**src/rtl/sync_pkg.sv**
```systemverilog
// Shared definitions for the multi-bit synchroniser/filter: stage-depth floor,
// filter counter sizing and the per-channel debug state encoding.
package sync_pkg;

  localparam int SYNC_MIN_STAGES = 2;

  typedef enum logic {
    CH_STABLE  = 1'b0,
    CH_PENDING = 1'b1
  } ch_state_e;

  // A depth of 1 would give a zero-width counter, so the width never drops below 1.
  function automatic int cnt_width(input int depth);
    int w;
    w = $clog2(depth);
    return (w < 1) ? 1 : w;
  endfunction

endpackage

```
**src/rtl/sync_filt_ch.sv**
```systemverilog
// One channel: NUM_STAGES flop synchroniser, stability filter and edge pulses.
// Pulse registers exist only when SYNC_EDGE_DET_EN is defined; otherwise they are tied 0.
module sync_filt_ch
  import sync_pkg::*;
#(
  parameter int   NUM_STAGES = 2,
  parameter int   FILT_DEPTH = 3,
  parameter logic RST_VAL    = 1'b0
) (
  input  logic clk,
  input  logic rst,
  input  logic hold,
  input  logic async_in,
  output logic sync_out,
  output logic rise_pls,
  output logic fall_pls
`ifdef SYNC_EDGE_DET_EN
  ,
  output logic chg_nxt
`endif
);

  localparam int             CW      = cnt_width(FILT_DEPTH);
  localparam logic [CW-1:0]  CNT_MAX = CW'(FILT_DEPTH - 1);

  logic [NUM_STAGES-1:0] chain_q, chain_d;
  logic [CW-1:0]         cnt_q, cnt_d;
  logic                  sync_q, sync_d;
  logic                  sync_raw;
  logic                  accept;
  ch_state_e             ch_state;

  assign sync_raw = chain_q[NUM_STAGES-1];
  assign ch_state = (cnt_q == '0) ? CH_STABLE : CH_PENDING;
  // A differing value is taken once it has already been seen FILT_DEPTH-1 times.
  assign accept   = !hold && (sync_raw != sync_q) && (cnt_q == CNT_MAX);

  // NOTE: every output of a combinational block is given a default first so no
  // path leaves it unassigned, which would otherwise infer a latch.
  always_comb begin
    chain_d = {chain_q[NUM_STAGES-2:0], async_in};
    cnt_d   = '0;
    sync_d  = sync_q;
    if (accept) begin
      sync_d = sync_raw;
    end else if (!hold && (sync_raw != sync_q)) begin
      cnt_d = (ch_state == CH_STABLE) ? CW'(1) : cnt_q + CW'(1);
    end
  end

  // NOTE: state registers use non-blocking assignments so every flop samples
  // the pre-edge values, regardless of statement order.
  always_ff @(posedge clk) begin
    if (!rst) begin
      chain_q <= {NUM_STAGES{RST_VAL}};
      cnt_q   <= '0;
      sync_q  <= RST_VAL;
    end else begin
      chain_q <= chain_d;
      cnt_q   <= cnt_d;
      sync_q  <= sync_d;
    end
  end

  assign sync_out = sync_q;

`ifdef SYNC_EDGE_DET_EN
  logic rise_q, rise_d;
  logic fall_q, fall_d;

  always_comb begin
    rise_d = accept &  sync_raw;
    fall_d = accept & ~sync_raw;
  end

  always_ff @(posedge clk) begin
    if (!rst) begin
      rise_q <= 1'b0;
      fall_q <= 1'b0;
    end else begin
      rise_q <= rise_d;
      fall_q <= fall_d;
    end
  end

  assign rise_pls = rise_q;
  assign fall_pls = fall_q;
  assign chg_nxt  = rise_d | fall_d;
`else
  assign rise_pls = 1'b0;
  assign fall_pls = 1'b0;
`endif

endmodule

```
**src/rtl/multi_bit_sync_filt.sv**
```systemverilog
// CH_NUM independent synchronise-and-filter channels plus a combined change flag.
// Edge pulses and chg_any are built only when SYNC_EDGE_DET_EN is defined.
module multi_bit_sync_filt
  import sync_pkg::*;
#(
  parameter int                CH_NUM     = 4,
  parameter int                NUM_STAGES = 2,
  parameter int                FILT_DEPTH = 3,
  parameter logic [CH_NUM-1:0] RST_VAL    = '0
) (
  input  logic              clk,
  input  logic              rst,
  input  logic              hold,
  input  logic [CH_NUM-1:0] async_in,
  output logic [CH_NUM-1:0] sync_out,
  output logic [CH_NUM-1:0] rise_pls,
  output logic [CH_NUM-1:0] fall_pls,
  output logic              chg_any
);

  if (NUM_STAGES < SYNC_MIN_STAGES) begin : g_bad_stages
    $error("multi_bit_sync_filt: NUM_STAGES must be >= %0d", SYNC_MIN_STAGES);
  end
  if (FILT_DEPTH < 1) begin : g_bad_depth
    $error("multi_bit_sync_filt: FILT_DEPTH must be >= 1");
  end

`ifdef SYNC_EDGE_DET_EN
  logic [CH_NUM-1:0] chg_nxt;
`endif

  for (genvar i = 0; i < CH_NUM; i++) begin : g_ch
    sync_filt_ch #(
      .NUM_STAGES (NUM_STAGES),
      .FILT_DEPTH (FILT_DEPTH),
      .RST_VAL    (RST_VAL[i])
    ) u_ch (
      .clk      (clk),
      .rst      (rst),
      .hold     (hold),
      .async_in (async_in[i]),
      .sync_out (sync_out[i]),
      .rise_pls (rise_pls[i]),
      .fall_pls (fall_pls[i])
`ifdef SYNC_EDGE_DET_EN
      ,
      .chg_nxt  (chg_nxt[i])
`endif
    );
  end

`ifdef SYNC_EDGE_DET_EN
  logic chg_any_q, chg_any_d;

  // Registered from the channels' next-state pulses so it lines up with them.
  always_comb begin
    chg_any_d = |chg_nxt;
  end

  always_ff @(posedge clk) begin
    if (!rst) begin
      chg_any_q <= 1'b0;
    end else begin
      chg_any_q <= chg_any_d;
    end
  end

  assign chg_any = chg_any_q;
`else
  assign chg_any = 1'b0;
`endif

endmodule

```
**config.mk**
```make
export PLATFORM = sky130hd
export DESIGN_NAME = multi_bit_sync_filt
export DESIGN_NICKNAME = d
export VERILOG_FILES = /design/src/rtl/sync_pkg.sv /design/src/rtl/sync_filt_ch.sv /design/src/rtl/multi_bit_sync_filt.sv
export SDC_FILE = /design/constraint.sdc
export NUM_CORES = 1
export LEC_CHECK = 0
export ABC_AREA = 0
export BUFFER_PORTS_ARGS = -buffer_cell sky130_fd_sc_hd__buf_2
export CAP_MARGIN = 20
export CORE_MARGIN = 2
export CORE_UTILIZATION = 52
export CTS_CLUSTER_SIZE = 30
export DETAILED_ROUTE_END_ITERATION = 7
export PLACE_DENSITY = 0.76
export SYNTH_ARGS = -nofsm -noshare
export SYNTH_HDL_FRONTEND = slang
export SYNTH_SLANG_ARGS = --single-unit
```
**constraint.sdc**
```tcl
create_clock -name clk -period 1.6 [get_ports clk]
set_input_delay 0.08 -clock clk [delete_from_list [all_inputs] [get_ports clk]]
set_output_delay 0.08 -clock clk [all_outputs]
set_load 0.02 [all_outputs]
```
==> results of run 1 <==
[layer usage]
| layer | part of all wire | wire [um] |
|---|---|---|
| met1 | 0.48 | 534 |
| met2 | 0.44 | 490 |
| met3 | 0.054 | 60 |
| met4 | 0.022 | 24 |
| met5 | 0 | 0 |
[area by class of cell]
class / instances / area [sq um] / area share
clock buffer: 3 / 22.5 / 0.0218
inverter: 12 / 45.0 / 0.0436
multi-input combinational: 54 / 443 / 0.429
sequential: 20 / 400 / 0.388
tap: 25 / 31.3 / 0.0303
timing repair buffer: 14 / 90.1 / 0.0873
[how the worst max path moves through the flow]
stage / from / endpoint / depth (start not counted)
final: g_ch[3].u_ch.cnt_q[0]$_SDFF_PP0_ / g_ch[3].u_ch.cnt_q[1]$_SDFF_PP0_ / 4
after global routing: g_ch[3].u_ch.cnt_q[0]$_SDFF_PP0_ / g_ch[3].u_ch.cnt_q[1]$_SDFF_PP0_ / 4
after CTS: g_ch[3].u_ch.cnt_q[0]$_SDFF_PP0_ / g_ch[3].u_ch.cnt_q[1]$_SDFF_PP0_ / 4
after detailed placement: g_ch[3].u_ch.cnt_q[0]$_SDFF_PP0_ / g_ch[3].u_ch.cnt_q[1]$_SDFF_PP0_ / 4
after global placement: g_ch[0].u_ch.cnt_q[0]$_SDFF_PP0_ / g_ch[0].u_ch.cnt_q[1]$_SDFF_PP0_ / 4
after floorplan: g_ch[0].u_ch.cnt_q[0]$_SDFF_PP0_ / g_ch[0].u_ch.cnt_q[1]$_SDFF_PP0_ / 4
[flip-flops by register name, indices dropped and copies added (netlist names)]
name / flops
g_ch.u_ch.sync_out: 4
g_ch.u_ch.chain_q: 8
g_ch.u_ch.cnt_q: 8
[placed cells by master (no fill, tap or decap)]
cell type	synthesis	routed
xnor2_1	4	4
dfxtp_1	20	20
buf_2	0	10
a21oi_1	4	4
nor3b_2	4	4
nor2b_1	4	4
and2b_1	4	4
inv_1	12	12
mux2i_1	4	4
nand2b_4	1	1
or3_4	4	4
clkbuf_4	0	3
dlygate4sd3_1	0	4
and2_1	8	8
conb_1	1	9
ha_1	8	8
[power by group through the flow]
stage / combinational (W) / sequential (W) / clock (W)
finish: 0.0000622 / 0.000513 / 0.000222
global route: 0.0000692 / 0.000515 / 0.000251
CTS: 0.0000626 / 0.000513 / 0.000234
detailed placement: 0.0000551 / 0.000524 / 0
global placement: 0.0000542 / 0.000524 / 0
floorplan: 0.0000594 / 0.000523 / 0
[timing repair]
action	CTS	global route
endpoints found under the setup margin	0	0
gates resized for setup	0	0
hold buffers	4	0
hold endpoints to repair	4	0
[critical path: cells and delay by family (launching register included)]
family        cells  cell delay [ns]
buf+inv           1             0.06
fa+ha+maj         1             0.21
simple gates      2             0.57
flops             1             0.35
[synth_stat cells]
cell,count,area (sq um)
and2b_1,4,30.0
clkbuf_1,1,3.75
nor2b_1,4,25.0
dfxtp_1,20,400
xnor2_1,4,35.0
conb_1,1,3.75
nor3b_2,4,50.1
a21oi_1,4,20.0
ha_1,8,100
or3_4,4,45.0
mux2i_1,4,40.0
buf_4,13,97.6
inv_1,12,45.0
and2_1,8,50.1
nand2b_4,1,13.8
[cells by family after synthesis]
group                      count (synthesis)
adders and majority gates                  8
xor gates and xnor gates                   4
buffers and inverters                     26
other                                      1
DFF                                       20
AOI/OAI and AO/OA                          4
and+or+nand+nor                           25
muxes                                      4
[through the flow]
| step | instance area [sq um] | instances | util | total power [W] | hold WS, ns |
|---|---|---|---|---|---|
| global placement | 970 | 121 | 0.562 | 0.000578 | 0.285 |
| finish | 1030 | 128 | 0.598 | 0.000797 | 0.140 |
| CTS | 1030 | 128 | 0.598 | 0.000809 | 0.133 |
| detailed placement | 970 | 121 | 0.562 | 0.000579 | 0.288 |
| floorplan | 990 | 100 | - | 0.000583 | 0.207 |
| global route | 1030 | 128 | 0.598 | 0.000834 | 0.137 |
==> impl_metrics.tcl, run 1 <==
set metrics [dict create \
    critPathLaunchType "flop" \
    cpPeakStageDelay_ns 0.39 \
    power_leakage_nw 0.456 \
    drc 0 \
    peakVddDrop_mv 0.673 \
    syn_area_sq_um 960 \
    ys.warnings.count 0 \
    vias 544 \
    wl_per_cell_um 8.67 \
    top_level_ports 20 \
    whs_endpoint "g_ch[3].u_ch.sync_out$_SDFFE_PN0P_" \
    htree_num_levels 1 \
    ant_nets 0 \
    synth-compound-area-share 0.0209 \
    nFillCells 173 \
    io_buffers 10 \
    cap_viol_max_count 0 \
    area_growth_syn_to_layout_pct 7.56 \
    wl_mm 1.11 \
    status "complete, no violations" \
    worstHoldStart "rst" \
    synthCells 92 \
    rows 15 \
    root_buffer "clkbuf_4" \
    synth_top_family_by_area "simple AND/OR/NAND/NOR gates" \
    crit_required_ns 1.82 \
    min_path_type "in -> reg" \
    avgSynthCellArea_sq_um 10.4 \
    grtUsageTotal 0.117 \
    layout-drive-gt1-share 0.214 \
    setup_viol_count_final 0 \
    p_comb_frac 0.078 \
    min_period_ns 1.25 \
    dr.pass1.iters 2 \
    core_region_area_sq_um 1730 \
    rsz0062_at_grt "no" \
    seq_area_frac_synth 0.417 \
    clk-insertion-delay-late_ns 0.29 \
    dieHeight_um 47.0 \
    p_clk_frac 0.278 \
    cp.arrival_ns 1.47 \
    grt_max_degree 14 \
    finalCritPeriodShare 0.782 \
    crit_slowest_cell "or3_4" \
    grt_pass1_vias 477 \
    dr.first_iter.drc_count 2 \
    reg2reg_depth 4 \
    clkSinkCount 20 \
    synth-adder-area-share 0.104 \
    diodes 0 \
    grt_pass1_wl_mm 1.77 \
    grtUsageMet2 0.200 \
    synth_xor_area_frac 0.0365 \
    synth-simple-area-share 0.223 \
    antenna_found_initial 0 \
    initial_core_util 0.556 \
    place_hpwl_um 849 \
    p_switching_w 0.000173 \
    nNetsFinal 120 \
    p_per_area_nw_per_um2 772 \
    cts_tree "built" \
    place_congestion 0.652 \
    grt-busiest-layer "met2" \
    hold_depth 2 \
    ys_types 15 \
    hold_violations 0 \
    max_freq_mhz 799 \
    crit_path_max_fanout 2 \
    via_per_inst 4.25 \
    die_area_sq_um 2210 \
    r2r_start "g_ch[3].u_ch.cnt_q[0]$_SDFF_PP0_" \
    crit_chain "inv_1 > ha_1 > or3_4 > nor3b_2" \
    r2r-end "g_ch[3].u_ch.cnt_q[1]$_SDFF_PP0_" \
    final_max_slew_viol_count 0 \
    synthMuxAreaShare 0.0417 \
    cts-buffers-inserted 3 \
    ys_ff_latch 20 \
    use_met3 0.0231 \
    path_clk_slew_ns 0.10 \
    fin_ws_ns 0.349 \
    internal_power_w 0.000623 \
    rrSetupSlack_ns 0.35 \
    gr-total-overflow 0 \
    cts.path.max_buffers 2 \
    fin_tns_setup_ns 0 \
    cts_setup_buffers 0 \
    path_class "reg -> reg" \
    end_kind "flop" \
    pre_cts_ws_ns 0.351 \
    p_seq_frac 0.643 \
    fin_skew_ns 0.000360 \
    die_x_um 47.0 \
    met1_usage 0.128 \
    swShare 0.217 \
]
Note: power is estimated with default switching activity, not from simulation.
==> inputs of run 2 (changes only) <==
--- a/config.mk
+++ b/config.mk
@@ -5,14 +5,14 @@
 export SDC_FILE = /design/constraint.sdc
 export NUM_CORES = 1
 export LEC_CHECK = 0
-export ABC_AREA = 0
+export ABC_AREA = 1
 export BUFFER_PORTS_ARGS = -buffer_cell sky130_fd_sc_hd__buf_2
 export CAP_MARGIN = 20
 export CORE_MARGIN = 2
 export CORE_UTILIZATION = 52
 export CTS_CLUSTER_SIZE = 30
 export DETAILED_ROUTE_END_ITERATION = 7
-export PLACE_DENSITY = 0.76
+export PLACE_DENSITY = 0.77
 export SYNTH_ARGS = -nofsm -noshare
 export SYNTH_HDL_FRONTEND = slang
 export SYNTH_SLANG_ARGS = --single-unit
==> constraint.sdc (replaced) <==
create_clock -name clk -period 1.3 [get_ports clk]
set_input_delay 0.065 -clock clk [delete_from_list [all_inputs] [get_ports clk]]
set_output_delay 0.065 -clock clk [all_outputs]
set_load 0.02 [all_outputs]
==> impl_metrics.tcl, run 2 <==
set metrics [dict create \
    wl_met1_um 641 \
    ys_async_sr_fraction 0 \
    ctsResizeCount 0 \
    synth_top_family_by_area "simple AND/OR/NAND/NOR gates" \
    fin_ws_ns 0.283 \
    crit_cells 5 \
    p_seq_frac 0.587 \
    crit_path_max_fanout 3 \
    clkSinkCount 20 \
    initial_core_util 0.551 \
    synth-compound-area-share 0.0461 \
    fin_skew_ns 0.00228 \
    max_freq_mhz 984 \
    grt_pass1_wl_mm 2.26 \
    synth_common_cells "inv_1 (23), dfxtp_1 (20), nor2_1 (19), nand2_1 (17), buf_4 (13)" \
    pre_cts_ws_ns 0.305 \
    top_level_ports 20 \
    via_per_inst 4.34 \
    hold_depth 3 \
    avgSynthCellArea_sq_um 7.73 \
    root_buffer "clkbuf_4" \
    fin_tns_setup_ns 0 \
    wl_met3_um 74 \
    regArea_sq_um 400 \
    cap_viol_max_count 0 \
    path_buf_inv 1 \
    stdcell_count 160 \
    wl_per_cell_um 8.52 \
    nFillCells 160 \
    dieHeight_um 46.8 \
    final_max_slew_viol_count 0 \
    drc 0 \
    dr_wl_met2_um 622 \
    setup_viol_count_final 0 \
    ys_types 17 \
    antenna_found_initial 0 \
    clk-insertion-delay-late_ns 0.30 \
    ant_nets 0 \
    layout-drive-gt1-share 0.126 \
    crit_chain "inv_1 > ha_1 > nor3_2 > nand2_1 > nor2_1" \
    ys.warnings.count 0 \
    dp.cells 152 \
    internal_power_w 0.000825 \
    r2r-end "g_ch[3].u_ch.cnt_q[0]$_SDFF_PP0_" \
    status "complete, no violations" \
    die_area_sq_um 2190 \
    yosysTopAreaCellShare 0.421 \
    die_x_um 46.8 \
    p_switching_w 0.000252 \
    cts.path.max_buffers 2 \
    wl_mm 1.36 \
    rows 15 \
    grt_pass1_vias 565 \
    crit_required_ns 1.55 \
    synthMuxAreaShare 0 \
    htree_num_levels 1 \
    path_class "reg -> reg" \
    io_buffers 10 \
    rrSetupSlack_ns 0.28 \
    cp.arrival_ns 1.27 \
    synth.most_common_cell "inv_1" \
    synth-edff-count 0 \
    place_hpwl_um 959 \
    end_kind "flop" \
    reg2reg_depth 5 \
    place_congestion 0.739 \
    final_common_cell "inv_1" \
    area_growth_syn_to_layout_pct 8.95 \
    syn_area_sq_um 951 \
    highest_layer "met4" \
    synth_area_leaders "dfxtp_1 (42%), ha_1 (11%), buf_4 (10%)" \
    min_path_type "in -> reg" \
    gr-total-overflow 0 \
    critPathLaunchType "flop" \
    r2r_start "g_ch[3].u_ch.cnt_q[0]$_SDFF_PP0_" \
    synth_xor_area_frac 0.00921 \
    cts-buffers-inserted 3 \
    critical_path.top_delay_family "flip-flops" \
    hold_violations 0 \
    worstHoldStart "rst" \
    p_per_area_nw_per_um2 1040 \
    nNetsFinal 151 \
    final_cell_mix "inv_1 (23), dfxtp_1 (20), nor2_1 (19), nand2_1 (17), buf_2 (10)" \
    grtUsageTotal 0.150 \
    cpPeakStageDelay_ns 0.33 \
    dr.pass1.iters 4 \
    core_region_area_sq_um 1730 \
    synth-adder-area-share 0.105 \
    multi_input_area_sq_um 384 \
    swShare 0.234 \
    finalCritPeriodShare 0.782 \
    seq_area_frac_synth 0.421 \
    diodes 0 \
    ys_ff_latch 20 \
    dr.first_iter.drc_count 9 \
    grt_max_degree 14 \
    path_clk_slew_ns 0.11 \
    synth-simple-area-share 0.208 \
    vias 695 \
    rsz0062_at_grt "no" \
    crit_slowest_cell "dfxtp_1" \
    p_comb_frac 0.079 \
    power_leakage_nw 0.541 \
    cts_tree "built" \
    peakVddDrop_mv 0.790 \
    whs_endpoint "g_ch[3].u_ch.chain_q[0]$_SDFF_PN0_" \
    synth_top_area_cell "dfxtp_1" \
    synth_ff_type "dfxtp_1" \
    whs_ns 0.0830 \
    p_clk_frac 0.334 \
    min_period_ns 1.02 \
    synthCells 123 \
]
run 2: per-layer routing:
metal / track usage / vias to the layer above
met5: 0 / -
met3: 0.0462 / 4
met2: 0.241 / 22
li1: - / 375
met4: 0.0833 / 0
met1: 0.177 / 294
run 2: tightest hold or removal path, stage by stage:
cell and delay, ns:
buf_2 0.18, nand2_1 0.08, inv_1 0.03
run 2: logic make-up after synthesis:
kind of cell    count (synthesis)
simple gates                   46
buf+inv                        39
flops                          20
compound gates                  8
fa+ha+maj                       8
xor+xnor                        1
other cells                     1
run 2: timing repair:
item,CTS,global route
hold buffers,4,0
setup buffers,0,0
endpoints found under the hold margin,4,0
setup endpoints to repair,0,0
run 2: through the flow:
step | utilization | area, sq um | total power (W)
4_1_cts | 0.600 | 1040 | 0.00109
6_report | 0.600 | 1040 | 0.00108
2_1_floorplan | - | 981 | 0.000723
5_1_grt | 0.600 | 1040 | 0.00113
3_5_place_dp | 0.556 | 960 | 0.000721
3_3_place_gp | 0.556 | 960 | 0.000719
run 2: layout make-up:
cell class	count	share of cell area
flip-flops and latches	20	0.386
multi-input cells	72	0.371
inverters	25	0.0906
repair buffers	14	0.0870
clock buffers	4	0.0350
well taps	25	0.0302
run 2: worst max-delay path by stage:
stage                                     startpoint                          endpoint  slack [ns]
finish              g_ch[3].u_ch.cnt_q[0]$_SDFF_PP0_  g_ch[3].u_ch.cnt_q[0]$_SDFF_PP0_        0.28
global route        g_ch[2].u_ch.cnt_q[0]$_SDFF_PP0_  g_ch[2].u_ch.cnt_q[0]$_SDFF_PP0_        0.20
CTS                 g_ch[3].u_ch.cnt_q[0]$_SDFF_PP0_  g_ch[3].u_ch.cnt_q[0]$_SDFF_PP0_        0.28
detailed placement  g_ch[3].u_ch.cnt_q[0]$_SDFF_PP0_  g_ch[3].u_ch.cnt_q[0]$_SDFF_PP0_        0.31
global placement    g_ch[3].u_ch.cnt_q[0]$_SDFF_PP0_  g_ch[3].u_ch.cnt_q[1]$_SDFF_PP0_        0.36
floorplan           g_ch[3].u_ch.cnt_q[0]$_SDFF_PP0_  g_ch[3].u_ch.cnt_q[0]$_SDFF_PP0_        0.40
run 2: power by group through the flow:
stage / clock network [W] / logic, W / registers [W]
final: 0.000359 / 0.0000852 / 0.000632
after floorplan: 0 / 0.0000782 / 0.000645
after global placement: 0 / 0.0000731 / 0.000646
after global routing: 0.000403 / 0.0000954 / 0.000634
after CTS: 0.000373 / 0.0000841 / 0.000632
after detailed placement: 0 / 0.0000750 / 0.000646
